--- src/rtl/frame_ram_arbiter.sv ---
// frame_ram_arbiter: shares one single-port frame RAM between the scaler
// write stream and the display readout stream. One grant per cycle; read
// data returns one cycle after the read grant. Counts in-range writes to
// mark frame completion and flags out-of-range addresses (sticky).
// Optional build macro: RR_ARB_EN selects round-robin conflict arbitration
// instead of fixed write priority with the MAX_WAIT starvation guard.
module frame_ram_arbiter #(
  parameter int SIZE     = 518400,
  parameter int AW       = $clog2(SIZE),
  parameter int DW       = 8,
  parameter int MAX_WAIT = 4
) (
  input  logic          HCLK,
  input  logic          HRESET,
  input  logic          wr_req,
  input  logic [AW-1:0] wr_addr,
  input  logic [DW-1:0] wr_data,
  output logic          wr_gnt,
  input  logic          rd_req,
  input  logic [AW-1:0] rd_addr,
  output logic          rd_gnt,
  output logic          rd_valid,
  output logic [DW-1:0] rd_data,
  output logic [AW-1:0] ram_addr,
  output logic          ram_we,
  output logic [DW-1:0] ram_wdata,
  output logic          ram_re,
  input  logic [DW-1:0] ram_q,
  output logic          frame_done,
  output logic [7:0]    frame_cnt,
  output logic          err_addr
);

  // SIZE is compared one bit wider than the address so that SIZE == 2**AW
  // (and addresses at or above SIZE) are handled without truncation.
  localparam logic [AW:0]   SIZE_EXT = (AW+1)'(SIZE);
  localparam logic [AW-1:0] LAST_IDX = AW'(SIZE - 1);

  logic          wr_oor;
  logic          rd_oor;
  logic          read_wins;
  logic          rd_oor_q;
  logic [AW-1:0] wr_cnt;

  assign wr_oor = ({1'b0, wr_addr} >= SIZE_EXT);
  assign rd_oor = ({1'b0, rd_addr} >= SIZE_EXT);

`ifdef RR_ARB_EN
  typedef enum logic {LAST_RD, LAST_WR} winner_t;
  winner_t last_winner;

  assign read_wins = (last_winner == LAST_WR);

  // Remember who won the most recent conflict so the other side wins next.
  always_ff @(posedge HCLK) begin
    if (HRESET) begin
      last_winner <= LAST_RD;
    end else if (wr_req && rd_req) begin
      last_winner <= rd_gnt ? LAST_RD : LAST_WR;
    end
  end
`else
  localparam int SW = $clog2(MAX_WAIT + 1);
  localparam logic [SW-1:0] WAIT_MAX = SW'(MAX_WAIT);
  logic [SW-1:0] starve_cnt;

  assign read_wins = (starve_cnt == WAIT_MAX);

  // Count consecutive refused read cycles, saturating at MAX_WAIT.
  always_ff @(posedge HCLK) begin
    if (HRESET) begin
      starve_cnt <= '0;
    end else if (rd_req && !rd_gnt) begin
      if (starve_cnt != WAIT_MAX) begin
        starve_cnt <= starve_cnt + SW'(1);
      end
    end else begin
      starve_cnt <= '0;
    end
  end
`endif

  // Grant selection and RAM port mux; out-of-range accesses are granted
  // but their RAM strobes are suppressed.
  always_comb begin
    wr_gnt    = 1'b0;
    rd_gnt    = 1'b0;
    ram_addr  = '0;
    ram_we    = 1'b0;
    ram_re    = 1'b0;
    ram_wdata = '0;
    if (!HRESET) begin
      if (wr_req && !(rd_req && read_wins)) begin
        wr_gnt    = 1'b1;
        ram_addr  = wr_addr;
        ram_wdata = wr_data;
        ram_we    = !wr_oor;
      end else if (rd_req) begin
        rd_gnt   = 1'b1;
        ram_addr = rd_addr;
        ram_re   = !rd_oor;
      end
    end
  end

  assign frame_done = wr_gnt && !wr_oor && (wr_cnt == LAST_IDX);
  assign rd_data    = rd_oor_q ? '0 : ram_q;

  // Read-valid pipeline, write/frame counters and sticky address error.
  always_ff @(posedge HCLK) begin
    if (HRESET) begin
      rd_valid  <= 1'b0;
      rd_oor_q  <= 1'b0;
      wr_cnt    <= '0;
      frame_cnt <= '0;
      err_addr  <= 1'b0;
    end else begin
      rd_valid <= rd_gnt;
      rd_oor_q <= rd_gnt && rd_oor;
      if ((wr_gnt && wr_oor) || (rd_gnt && rd_oor)) begin
        err_addr <= 1'b1;
      end
      if (wr_gnt && !wr_oor) begin
        if (frame_done) begin
          wr_cnt    <= '0;
          frame_cnt <= frame_cnt + 8'd1;
        end else begin
          wr_cnt <= wr_cnt + AW'(1);
        end
      end
    end
  end

endmodule

--- config.mk ---
export PLATFORM = sky130hd
export DESIGN_NAME = frame_ram_arbiter
export DESIGN_NICKNAME = d
export VERILOG_FILES = /design/src/rtl/frame_ram_arbiter.sv
export SDC_FILE = /design/constraint.sdc
export NUM_CORES = 1
export LEC_CHECK = 0
export BUFFER_PORTS_ARGS = -buffer_cell sky130_fd_sc_hd__buf_2
export CORE_MARGIN = 2
export CORE_UTILIZATION = 44
export DETAILED_ROUTE_END_ITERATION = 10
export GPL_ROUTABILITY_DRIVEN = 1
export PLACE_DENSITY_LB_ADDON = 0.2
export SETUP_SLACK_MARGIN = 0.1
export SLEW_MARGIN = 5
export SYNTH_ARGS = -nofsm -noshare
export SYNTH_HDL_FRONTEND = slang
export SYNTH_SLANG_ARGS = --single-unit
--- constraint.sdc ---
create_clock -name HCLK -period 2.7 [get_ports HCLK]
set_input_delay 0.27 -clock HCLK [delete_from_list [all_inputs] [get_ports HCLK]]
set_output_delay 0.27 -clock HCLK [all_outputs]
set_load 0.1 [all_outputs]
# Word-level counts from Yosys, hierarchy flattened
# Cells that the tools add are included.
# Widths: inputs -> output; s select.
dict set report totals {
  word_cells 46
  reg_bits 33
  latch_bits 0
  mem_count 0
  ramBits 0
  out_inout_bits 50
  rom_bits 0
  input_bits 58
}
dict set report classes {
  n_reduce_logical 14
  n_eq_ne 3
  div_mod_pow 0
  multipliers 0
  add_sub_neg 3
  n_bitwise 1
  order_cmp 2
  muxes 17
  shift 0
}
# cell count
set op_table {}
lappend op_table {{$mux 19} 4}
lappend op_table {{$ge 19x19->1 const B} 2}
lappend op_table {{$mux 8} 3}
lappend op_table {{$add 19x1->19 const B} 1}
lappend op_table {{$eq 19x19->1 const B} 1}
lappend op_table {{$mux 1} 10}
lappend op_table {{$add 8x1->8 const B} 1}
lappend op_table {{$logic_and 1x1->1} 7}
lappend op_table {{$logic_not 1->1} 4}
lappend op_table {{$add 3x1->3 const B} 1}
lappend op_table {{$eq 3x3->1 const B} 1}
lappend op_table {{$ne 3x3->1 const B} 1}
lappend op_table {{$reduce_and 2->1} 1}
lappend op_table {{$reduce_or 2->1} 1}
lappend op_table {{$logic_or 1x1->1} 1}
lappend op_table {{$not 1->1} 1}

# Longest topological paths before layout
# Gate-level depths: netlist of run 1.
dict set report logic_depth {
  word_depth 10
  ltp_mapped 9
  ltp_nobuf 8
}

# Least setup slack after synthesis of run 1
# No wires, ideal clock.
dict set report synth_timing {
  kind {register to output}
  start {reg starve_cnt[0]}
  end {out ram_re}
  n_path_buf 1
  path_slack_ps -927
  t_arrival_ps 3357
  stages_incl_launch_ff 7
  t_required_ps 2430
  cell_sequence {dfxtp_1 > inv_1 > ha_1 > nand2_1 > a21oi_1 > clkbuf_1 > nor2b_1}
}
dict set report synth_between {
  elab_chain_cells 6
}
# element line
set synth_rtl {}
lappend synth_rtl {{start: declaration} 65} ;# logic [SW-1:0] starve_cnt;
lappend synth_rtl {{start signal: assignment} 75} ;# starve_cnt <= starve_cnt + SW'(1);
lappend synth_rtl {{$eq 3x3->1} 67} ;# assign read_wins = (starve_cnt == WAIT_MAX);
lappend synth_rtl {{$logic_and 1x1->1} 93} ;# if (wr_req && !(rd_req && read_wins)) begin
lappend synth_rtl {{$logic_not 1->1} 93}
lappend synth_rtl {{$logic_and 1x1->1} 93}
lappend synth_rtl {{$mux 1} 93}
lappend synth_rtl {{$mux 1} 92} ;# if (!HRESET) begin
lappend synth_rtl {{end: declaration} 27} ;# output logic ram_re,
# No other way between the ends.

# Worst setup path after layout of run 1
dict set report layout_timing {
  start {reg starve_cnt[0]}
  end {out ram_we}
}
dict set report layout_between {
  elab_chain_cells 6
}
# element line
set layout_rtl {}
lappend layout_rtl {{$eq 3x3->1} 67}
lappend layout_rtl {{$logic_and 1x1->1} 93}
lappend layout_rtl {{$logic_not 1->1} 93}
lappend layout_rtl {{$logic_and 1x1->1} 93}
lappend layout_rtl {{$mux 1} 93}
lappend layout_rtl {{$mux 1} 92}
lappend layout_rtl {{end: declaration} 25} ;# output logic ram_we,
# No other way between the ends.

==> results.txt, run 1 <==
Setup repair after global routing left no endpoint under its margin. For the number of top-level pins, the log shows 108. For the relative contribution of sequential cells to total power, the log shows 0.373. Relative to the synthesized area, the layout overhead comes to 55.1%. Number of buffers added for setup after CTS: 0. For the via count of the first global-routing pass, the log shows 2,025. The count of buffers added on input and output ports is 107. The number of antenna violations at the first check in global routing is 0.

The sequential fraction of the synthesis area is 0.346, and the die extent in y is 69.9 um. Leaving out fill and tap cells, the most frequent cells in the layout are sky130_fd_sc_hd__buf_2, sky130_fd_sc_hd__dfxtp_1, sky130_fd_sc_hd__nor2_1, sky130_fd_sc_hd__buf_12, sky130_fd_sc_hd__xnor2_1. The tools report the total net switching power as 0.000491 W.

The tools report the source of the worst register-to-register timing path as starve_cnt[0]$_SDFFE_PP0P_. The tools report the maximum VDD drop as 388 uV. The logs give 2.16 ns for the data arrival time of the worst path and 0.235 for the overall track demand over capacity in global routing. The detail route stage leaves a number of antenna-violating nets equal to 0. The tools report the detailed-router iteration count before antenna repair as 4.

The ratio of cells with drive above 1 in the final layout is 0.426, and the final setup TNS is 0 ns. The register clock-pin slew on the reported worst setup and hold paths was 0.06 ns. The tree is rooted in a sky130_fd_sc_hd__clkbuf_8.

The worst setup path is captured at an output port. The placeable core area came out at 0.00409 mm2. The die covers 0.00489 mm2. Along the worst hold path, the cell count comes to 2.

The repair_antennas step left the layout with diodes totalling 0. The kind of critical path is reg -> out. For the half-perimeter wire length after detailed placement, the log shows 4520 um.

The tools report the logic gate share of total power as 0.343. In this run the deepest clock path goes through 2 buffers. For this run, design rule violations remaining after detail routing come to 0. The final worst-path cycle share is 0.899, and the number of rows created at floorplan is 23. The H-tree level count is 2, and the wire length of the first global-routing pass is 9360 um. The worst hold path begins at wr_req.

Dividing the detail-routed wire length by the instance count gives 15.0 um. The critical path required time is 2.43 ns, and the power density over cell area is 447 mW/mm2. For the starting density of the core, the log shows 0.468. For the post-synthesis net count, the log shows 287. The number of pins with negative max-slew slack in the final report is 0. The tools report the final total power as 0.00133 W.

Gate count of the mapped netlist: 225. Entering global routing, the biggest net connects 23 pins. Setup violations remaining at the end of the flow were counted as 0.

The number of endpoints with negative hold slack in the final report was 0. Count of different cell masters after synthesis: 38. The tightest min-delay check is of the in -> reg type. Along the worst path, the maximum fanout reaches 10. Counting the fill cells in the layout gives 325. In this run the worst setup path begins at starve_cnt[0]$_SDFFE_PP0P_. The minimum clock period after layout came out at 2.43 ns.

For the relative slew slack, the log shows 0.619. The net count of the finished layout is 398. The logs give 0 for the max-cap violation count and 5790 um for the total wirelength of the detailed-routed design. The mapped netlist covers 0.00191 mm2. The largest single stage delay on the critical path is 0.46 ns. Traced cell by cell, the critical path runs through inv_1 > ha_1 > nand3_1 > nand2_2 > buf_4 > nor2_2 > buf_2. The run gives 0.000835 W as the internal power. The element type at the critical path start is a flop. TritonCTS built the clock tree. The clock skew is 0.00324 ns. Counting the buffers created by CTS gives 5. The share of total power in the clock network is 0.284. The leakage component of the power was 1.28 nW; the source-to-sink clock delay at the later pin of the worst-skew pair was 0.29 ns.

The run gives 150 as the count of routing violations after the opening detailed-route iteration. In this run, synthesis produced a sequential element count of 33. Routability-driven placement finished with a final weighted congestion of 0.840. The via count is 2,090. For this design, the slowest cell found on the critical path is sky130_fd_sc_hd__buf_2. Counting cells, the worst reg-to-reg path comes to 8.

The net switching fraction of the power came out at 0.370. The floorplan step set the die width to 69.9 um. For the pin with the worst max-slew slack, the measured transition is 0.571 ns.

Using the TritonRoute via totals, the vias-per-cell ratio works out to 5.41. After global routing the overflow that remains totals 0. Dividing the synthesized area by the synthesized cell count gives 8.49 um2. The run finished with clean final reports. Yosys warning count: 0. For the sink count of the clock tree, the log shows 33. The maximum clock rate came out at 412 MHz. Leaving out fill and tap cells, the most frequent cell in the layout is sky130_fd_sc_hd__buf_2.
[logic make-up (layout without fill, tap and decap cells)]
family	Yosys count	in the layout	share of synthesized area
and+or+nand+nor	117	117	0.339
DFF	33	33	0.346
AOI/OAI and AO/OA	30	30	0.126
xor gates and xnor gates	23	23	0.105
buffers and inverters	16	127	0.0471
adders and majority gates	4	4	0.0262
muxes	2	2	0.0105
[area by class of cell]
type,instances,area (um2),share of cell area
Multi-Input combinational cell,176,1180,0.399
Timing Repair Buffer,115,941,0.318
Sequential cell,33,663,0.224
Clock buffer,7,86.3,0.0291
Tap cell,50,62.6,0.0211
Inverter,4,18.8,0.00633
Timing Repair inverter,1,7.51,0.00253
[registers in the layout (all words and copies together), names as in the netlist]
signal      count
rd_valid        1
rd_oor_q        1
err_addr        1
starve_cnt      3
frame_cnt       8
wr_cnt         19
[power by group through the flow]
stage,Combinational (W),Clock (W),Sequential (W)
3_5_place_dp,0.000453,0,0.000506
5_1_grt,0.000470,0.000404,0.000495
3_3_place_gp,0.000449,0,0.000506
4_1_cts,0.000454,0.000380,0.000495
6_report,0.000454,0.000376,0.000495
2_1_floorplan,0.000293,0,0.000510
[layer usage]
metal  GRT usage  wire (um)
met5           0          0
met3      0.0750        327
met2       0.404       2940
met1       0.286       2450
met4      0.0534         73
[worst max-delay path, delay by kind of cell, from the launching register on]
family | cells | cell delay (ns)
buf+inv | 3 | 0.71
simple gates | 3 | 0.57
flops | 1 | 0.36
fa+ha+maj | 1 | 0.23
[synthesized netlist by cell type]
master,n,area (um2)
sky130_fd_sc_hd__buf_1,2,7.51
sky130_fd_sc_hd__nor4_1,9,56.3
sky130_fd_sc_hd__a221o_1,1,10.0
sky130_fd_sc_hd__and4bb_2,2,25.0
sky130_fd_sc_hd__inv_1,4,15.0
sky130_fd_sc_hd__or4_1,1,7.51
sky130_fd_sc_hd__buf_2,1,5.00
sky130_fd_sc_hd__nor3b_1,1,7.51
sky130_fd_sc_hd__a21bo_2,1,10.0
sky130_fd_sc_hd__ha_1,4,50.1
sky130_fd_sc_hd__buf_12,1,20.0
sky130_fd_sc_hd__and2_1,2,12.5
sky130_fd_sc_hd__nand2_1,14,52.6
sky130_fd_sc_hd__or3_1,2,12.5
sky130_fd_sc_hd__nor3_1,6,30.0
sky130_fd_sc_hd__nor3_4,1,16.3
sky130_fd_sc_hd__mux2i_1,2,20.0
sky130_fd_sc_hd__a21oi_1,6,30.0
sky130_fd_sc_hd__dlygate4sd1_1,1,8.76
sky130_fd_sc_hd__nor2b_1,10,62.6
sky130_fd_sc_hd__a22o_1,19,166
sky130_fd_sc_hd__nand3_1,8,40.0
sky130_fd_sc_hd__nor4b_1,3,26.3
sky130_fd_sc_hd__xor2_1,4,35.0
sky130_fd_sc_hd__nand3b_1,1,7.51
sky130_fd_sc_hd__dfxtp_1,33,661
sky130_fd_sc_hd__nor2_1,30,113
sky130_fd_sc_hd__nand4bb_1,1,11.3
sky130_fd_sc_hd__a31o_2,1,8.76
sky130_fd_sc_hd__nand2b_1,2,12.5
sky130_fd_sc_hd__xnor2_1,19,166
sky130_fd_sc_hd__nand4_1,10,62.6
sky130_fd_sc_hd__buf_6,1,11.3
sky130_fd_sc_hd__clkbuf_1,6,22.5
sky130_fd_sc_hd__and4_1,2,17.5
sky130_fd_sc_hd__or2_1,1,6.26
sky130_fd_sc_hd__and3_1,11,68.8
sky130_fd_sc_hd__o211ai_1,2,15.0
[repair_timing]
item	4_1_cts	5_1_grt
hold buffers	0	0
gates resized for setup	0	3
endpoints found under the setup margin	0	20
[metrics by stage]
step	std cells	area [um2]	utilization	hold WS, ns	worst slack, ns
3_3_place_gp	378	2860	0.701	0.436	0.572
4_1_cts	385	2950	0.722	0.204	0.176
3_5_place_dp	378	2860	0.701	0.467	0.486
2_1_floorplan	225	1940	-	0.359	0.0504
5_1_grt	386	2960	0.725	0.208	0.139
6_report	386	2960	0.725	0.207	0.272
[final timing paths]
| kind | to | slack, ns |
|---|---|---|
| max reg2reg | frame_cnt[4]$_SDFFE_PP0P_ | 0.54 |
| min reg2reg | starve_cnt[0]$_SDFFE_PP0P_ | 0.47 |
| min | rd_valid$_SDFF_PP0_ | 0.21 |
| max | ram_we | 0.27 |
(Power assumes the default switching activity.)
==> run 2: changes to the inputs <==
==> constraint.sdc (replaced) <==
create_clock -name HCLK -period 2.7 [get_ports HCLK]
set_input_delay 0.54 -clock HCLK [delete_from_list [all_inputs] [get_ports HCLK]]
set_output_delay 0.54 -clock HCLK [all_outputs]
set_load 0.1 [all_outputs]
==> run 2 against run 1 <==
  * First-iteration DRC count shrank 11%
  * Fmax shrank 1.1%
  * Register-to-register slack gained 0.06 ns
  * Clock skew grew 0.0026 ns
  * Clock power grew 17%
  * Routed wire length shrank 3.7%
  * Design area grew 7.3%
  * Final cell count grew 0.52%
  * Via count shrank 0.67%
  * Sequential share of layout area shrank 1.5 points
  * Global-route usage shrank 0.46 points
  * Largest cell class unchanged
==> results.txt, run 2 (same netlist as run 1, synthesis figures left out) <==
The flow ran to the end, and the final reports show no timing, DRC or antenna violations. The via count of the first global-routing pass was 2,041; the number of filler cells placed in the layout was 265. Highest metal layer with signal wires: met4.

The run gives 4510 um as the half-perimeter wire length after detailed placement. The detail-routed via count per cell was 5.35. Entering global routing, the biggest net connects 23 pins. For the worst slack at placement, the log shows 0.326 ns. TritonCTS built the clock tree. The number of antenna violations at the first check in global routing is 0. The die extent in y was 69.9 um. The H-tree was split into 2 levels. Across the VDD grid, the largest voltage drop is 247 uV. The worst register-to-register path begins at wr_cnt[16]$_SDFFE_PP0P_.

Clock skew: 0.00588 ns. The tools report the wire length of the first global-routing pass as 9250 um. The congestion estimate from routability-driven global placement came to 0.842.

For this run, design rule violations remaining after detail routing come to 0. The worst setup slack for register-to-register paths was 0.60 ns; the maximum clock insertion buffer count was 2. After routing the design area is 0.00318 mm2. The number of stages on the worst setup path came out at 7. Setup repair after global routing left no endpoint under its margin. The worst setup path is launched from a flop. Clock tree synthesis found a total of 33 sinks. Dividing total power by cell area gives a power density of 447 mW/mm2.

The largest fanout on the critical path is 22, and the count of routing violations after the opening detailed-route iteration is 133. The most critical setup path has its endpoint at ram_re. In this run, CTS created clock tree buffers numbering 5.

The library cell used most frequently in the layout, excluding fill and tap cells, is sky130_fd_sc_hd__buf_2. Counting both buffers and inverters, the worst setup path holds a total of 3. The tools report the number of nets with antenna violations after routing as 0. The tools report the maximum clock rate as 407 MHz. The clock tree root driver cell is sky130_fd_sc_hd__clkbuf_8.

Clock-pin slew was measured on the worst setup and hold paths at 0.06 ns. The relative slew slack was 0.665; the worst-case setup margin in the final layout was 0.246 ns. The die outline width works out to 69.9 um.

STA classifies the critical path endpoint as an output port. The logs give 2230 um for the length of routed wiring on met1 and 2.16 ns for the critical path required time. At the worst endpoint, the arrival time is 1.91 ns. Critical path startpoint: starve_cnt[0]$_SDFFE_PP0P_. In the layout the commonest cells are sky130_fd_sc_hd__buf_2, sky130_fd_sc_hd__buf_12, sky130_fd_sc_hd__dfxtp_1, sky130_fd_sc_hd__nor2_1, sky130_fd_sc_hd__xnor2_1.

During placement, the flow inserted port buffers numbering 107. For the overall track demand over capacity in global routing, the log shows 0.230. During I/O placement, the number of pins put on the boundary was 108. Dividing the detail-routed wire length by the instance count gives 14.4 um. The flip-flop count of the largest register after layout is 19, and the total congestion overflow is 0.

The run gives 0.468 as the starting density of the core. Walking the worst path, the cells encountered are inv_1 > ha_1 > nand2_1 > a21oi_1 > buf_4 > nor2b_4 > buf_12. For the worst flop-to-flop path, the logic depth is 7. The final worst-path cycle share works out to 0.909. The floorplan has 23 rows. For this design, the slowest cell found on the critical path is sky130_fd_sc_hd__dfxtp_1. The tools report the amount of wire on met2 after detailed routing as 2830 um. The launch point of the worst hold path was starve_cnt[0]$_SDFFE_PP0P_. 0 antenna diodes ended up in the layout. The largest registers in the layout are wr_cnt: 19 flops, frame_cnt: 8 flops, starve_cnt: 3 flops. The register ranked first by flip-flop count is wr_cnt. Number of endpoints with negative hold slack in the final report: 0.

The via count is 2,076. The tools report the detailed-router iteration count before antenna repair as 4. Broken down by cell family, the worst path's largest delay share belongs to buffers and inverters. For this design the static power due to leakage is 1.37 nW.

The worst flop-to-flop path endpoint is wr_cnt[6]$_SDFFE_PP0P_. Kind of critical path: reg -> out. The final layout contains routed wiring with a total length of 5570 um.

Detailed route wirelength on metal3: 469 um. The run gives 0 as the number of pins with negative max-slew slack in the final report. The tool flagged a number of max-cap violations equal to 0. Placed standard-cell area: 0.00306 mm2.

The largest stage delay on the critical path is 0.33 ns. Source-to-sink clock delay at the later pin of the worst-skew pair: 0.28 ns. The path class of the tightest hold or removal check is reg -> reg. The routed design could run at a clock period as short as 2.45 ns. The setup violation total in the final timing report is 0, and the die area is 0.00489 mm2. For this run, the post-layout net count is 400. The ratio of cells with drive above 1 in the final layout was 0.459; the placeable core area was 0.00409 mm2. The growth of design area from synthesis to finish came out at 66.4%. The transition time at the pin with the least slew margin came out at 0.499 ns.
-- run 2: cell count changes in the layout (fill, tap and decap cells not counted), moves of 2 or more --
cell,delta
sky130_fd_sc_hd__buf_12,+9
sky130_fd_sc_hd__buf_2,-7
sky130_fd_sc_hd__a22o_1,-10
sky130_fd_sc_hd__a22o_4,+4
sky130_fd_sc_hd__clkinvlp_4,-2
sky130_fd_sc_hd__a22o_2,+6
-- run 2: repair_timing --
| item | in CTS | in global routing |
|---|---|---|
| gates resized for setup | 0 | 2 |
| endpoints found under the setup margin | 0 | 20 |
| hold buffers | 0 | 0 |
| setup buffers | 0 | 0 |
-- run 2: worst min path at each step --
| stage | endpoint | slack (ns) | cells after the start |
|---|---|---|---|
| after floorplan | starve_cnt[0]$_SDFFE_PP0P_ | 0.42 | 1 |
| after global placement | starve_cnt[0]$_SDFFE_PP0P_ | 0.45 | 1 |
| after detailed placement | starve_cnt[0]$_SDFFE_PP0P_ | 0.45 | 1 |
| after CTS | starve_cnt[0]$_SDFFE_PP0P_ | 0.47 | 1 |
| after global routing | starve_cnt[0]$_SDFFE_PP0P_ | 0.49 | 1 |
| final | starve_cnt[0]$_SDFFE_PP0P_ | 0.46 | 1 |
-- run 2: cell type report --
| cell class | count | area (um2) | share of cell area |
|---|---|---|---|
| clock buffers | 5 | 68.8 | 0.0216 |
| clock inverters | 2 | 35.0 | 0.0110 |
| inverters | 4 | 15.0 | 0.00472 |
| multi-input cells | 176 | 1240 | 0.390 |
| flip-flops and latches | 33 | 663 | 0.209 |
| well taps | 50 | 62.6 | 0.0197 |
| repair buffers | 118 | 1090 | 0.344 |
-- run 2: per-stage QoR --
step	total power, W	utilization	setup TNS (ns)	std cells	hold slack (ns)
after floorplan	0.000810	-	-0.282	225	0.425
after global placement	0.000987	0.750	0	381	0.449
after detailed placement	0.000991	0.750	0	381	0.453
after CTS	0.00143	0.775	0	388	0.466
after global routing	0.00146	0.778	0	388	0.490
final	0.00142	0.778	0	388	0.462
-- run 2: layer usage --
metal  vias up  GRT usage
met3         5     0.0880
met4         0     0.0449
met1       961      0.260
li1       1037          -
met2        73      0.414
met5         -          0
-- run 2: report_power, final --
| part | internal [W] | total, W | switching [W] |
|---|---|---|---|
| Combinational | 0.000167 | 0.000484 | 0.000317 |
| Sequential | 0.000491 | 0.000496 | 0.00000467 |
| Clock | 0.000268 | 0.000441 | 0.000173 |
| Total | 0.000926 | 0.00142 | 0.000495 |
==> run 3: changes to the inputs <==
PLACE_DENSITY_LB_ADDON = 0.05   (was 0.2)
==> run 3 against run 2 <==
  * Combinational power down 0.8%
  * Final cell count down 0.52%
  * Clock skew rose by 0.0034 ns
  * Global-route usage increased by 0.77 points
  * Total power grew 0.24%
  * Hold slack improved by 0.0067 ns
  * Critical path type unchanged
  * First-iteration DRC count fell by 6.0%
  * Critical path depth unchanged
  * Design area fell by 1.2%
  * Clock-buffer cell count unchanged
  * Sequential power barely moved
  * Flip-flop and latch count stayed put
==> results.txt, run 3 (same netlist as run 1, synthesis figures left out) <==
The run finished with clean final reports. The tools report the worst flop-to-flop path endpoint as wr_cnt[7]$_SDFFE_PP0P_. Transition time at the pin with the least slew margin: 0.567 ns. The count of non-filler cells in the finished layout came out at 386.

The critical path capture point is ram_re. The final setup TNS was 0 ns; the number of pins with negative max-slew slack in the final report was 0. The cell count of the worst reg-to-reg path is 6. For this run the aggregate overflow at the end of global routing stands at 0. The tools report the internal power as 0.000920 W.

The number of rows created at floorplan is 23, and the power density over cell area is 454 mW/mm2. The max-cap violation count was 0; the net switching fraction of the power was 0.354. The die extent in y is 69.9 um. In the final layout, the registers with the most flip-flops are wr_cnt: 19 flops, frame_cnt: 8 flops, starve_cnt: 3 flops. The number of antenna violations at the first check in global routing is 0, and the final worst-path cycle share is 0.911. The starting density of the core is 0.468.

The final standard cell utilization of the core was 0.769; the growth of design area from synthesis to finish was 64.4%. In this run, CTS created clock tree buffers numbering 5. For this design the static power due to leakage is 1.35 nW.

The run gives 0.337 as the logic gate share of total power. For the final cell area excluding filler cells, the log shows 0.00314 mm2. Source of the worst register-to-register timing path: wr_cnt[16]$_SDFFE_PP0P_. The final layout contains routed wiring with a total length of 5820 um.

The path class of the tightest hold or removal check is reg -> reg. For the count of routing violations after the opening detailed-route iteration, the log shows 125. The worst setup path is captured at an output port. The placed standard-cell area was 0.00302 mm2. Worst-case setup margin in the final layout: 0.240 ns. After detailed routing, the number of remaining DRC violations is 0. The run gives 0.316 as the share of total power in the clock network. The last weighted congestion value of the routability-driven placer came out at 0.824.

The final layout net count is 398, and the relative contribution of sequential cells to total power is 0.347. The tools report the pin count of the biggest net entering global routing as 23. The run gives 247 uV as the maximum VDD drop. The commonest non-fill, non-tap cell in the layout is sky130_fd_sc_hd__buf_2.

The number of placed instances with taps included is 379, and the antenna cell count is 0. The tools report the H-tree level count as 2. The clock tree root driver cell was sky130_fd_sc_hd__clkbuf_8.

The register with the most flip-flops in the layout has 19 of them. Setup repair after global routing left no endpoint under its margin. OpenSTA, run right after detailed placement, puts the worst setup slack at 0.255 ns. Setup violations remaining at the end of the flow were counted as 0. The analysis attributes to net switching a power of 0.000504 W. The longest clock path from root to sink contains 2 buffers. The post-detailed-route wirelength per cell was 15.1 um; the wire length of the first global-routing pass was 9420 um. The kind of critical path is reg -> out. The tools report the critical path startpoint as starve_cnt[0]$_SDFFE_PP0P_. For the via count of the first global-routing pass, the log shows 2,032. The clock drives 33 sinks. The register ranked first by flip-flop count is wr_cnt. The later pin in the worst-skew pair is clocked with a latency of 0.29 ns. The run gives 0.34 ns as the worst setup slack for register-to-register paths.

In this run the count of I/O pins placed on the die edge is 108. The run gives 4610 um as the half-perimeter wire length after detailed placement. The minimum clock period after layout was 2.46 ns; the detail-routed via count per cell was 5.35. The run gives 0.622 as the relative slew slack.

The number of buffers inserted by port buffering is 107, and the detailed-router iteration count before antenna repair is 4. STA puts the critical path data required time at 2.16 ns. The run gives 1.92 ns as the data arrival time of the worst path. Overall track demand over capacity in global routing: 0.238. The worst setup path is launched from a flop.

The logs give 0 for the number of endpoints with negative hold slack in the final report and 2,065 for the via count. TritonCTS built the clock tree. In the layout the commonest cells are sky130_fd_sc_hd__buf_2, sky130_fd_sc_hd__dfxtp_1, sky130_fd_sc_hd__buf_12, sky130_fd_sc_hd__nor2_1, sky130_fd_sc_hd__xnor2_1. The ratio of cells with drive above 1 in the final layout was 0.458. Once detail routing completed, the nets flagged for antenna violations numbered 0.

Number of filler cells placed in the layout: 308. Clock-pin slew was measured on the worst setup and hold paths at 0.06 ns. The die outline width works out to 69.9 um. Maximum clock rate: 407 MHz.

The die covers 0.00489 mm2. The placeable core area is 0.00409 mm2. Clock skew: 0.00930 ns. The largest fanout on the critical path was 22.
-- run 3: area by class of cell --
type                            instances  area (um2)  area share
Multi-Input combinational cell        176        1240       0.396
Sequential cell                        33         663       0.211
Inverter                                4        15.0     0.00478
Tap cell                               50        62.6      0.0199
Timing Repair Buffer                  116        1050       0.335
Clock buffer                            5        68.8      0.0219
Clock inverter                          2        35.0      0.0112
-- run 3: per-layer routing --
layer | up-vias | GRT usage | wire, um
met1 | 949 | 0.270 | 2420
met2 | 76 | 0.424 | 2910
li1 | 1035 | - | -
met3 | 5 | 0.0880 | 459
met5 | - | 0 | 0
met4 | 0 | 0.0534 | 31
-- run 3: worst min-delay path by stage --
stage,from,to,slack (ns),cells past startpoint
after detailed placement,starve_cnt[0]$_SDFFE_PP0P_,starve_cnt[0]$_SDFFE_PP0P_,0.46,1
after global routing,wr_req,rd_valid$_SDFF_PP0_,0.50,2
final,starve_cnt[0]$_SDFFE_PP0P_,starve_cnt[0]$_SDFFE_PP0P_,0.47,1
after global placement,starve_cnt[0]$_SDFFE_PP0P_,starve_cnt[0]$_SDFFE_PP0P_,0.44,1
after floorplan,starve_cnt[0]$_SDFFE_PP0P_,starve_cnt[0]$_SDFFE_PP0P_,0.42,1
after CTS,starve_cnt[0]$_SDFFE_PP0P_,starve_cnt[0]$_SDFFE_PP0P_,0.48,1
-- run 3: stage by stage --
| stage | total power, W | hold WS, ns |
|---|---|---|
| after floorplan | 0.000810 | 0.425 |
| after global placement | 0.000983 | 0.439 |
| after detailed placement | 0.000986 | 0.464 |
| after CTS | 0.00143 | 0.477 |
| after global routing | 0.00147 | 0.496 |
| final | 0.00142 | 0.469 |
-- run 3: timing repair --
item | in CTS | in global routing
resized for setup | 1 | 1
endpoints found under the hold margin | 0 | 0
hold buffers | 0 | 0
setup endpoints to repair | 10 | 15
buffers inserted | 0 | 0
-- run 3: power by group through the flow --
stage	Combinational (W)	Sequential, W	Clock [W]
4_1_cts	0.000481	0.000495	0.000455
5_1_grt	0.000496	0.000495	0.000476
3_3_place_gp	0.000478	0.000506	0
6_report	0.000480	0.000495	0.000450
3_5_place_dp	0.000480	0.000506	0
2_1_floorplan	0.000299	0.000510	0
-- run 3: worst max-delay path, stage by stage, from the launching register on --
cell	delay, ns
sky130_fd_sc_hd__dfxtp_1	0.33
sky130_fd_sc_hd__inv_1	0.06
sky130_fd_sc_hd__ha_1	0.25
sky130_fd_sc_hd__nand2_1	0.15
sky130_fd_sc_hd__a21oi_2	0.17
sky130_fd_sc_hd__buf_4	0.28
sky130_fd_sc_hd__nor2b_4	0.22
sky130_fd_sc_hd__buf_12	0.18
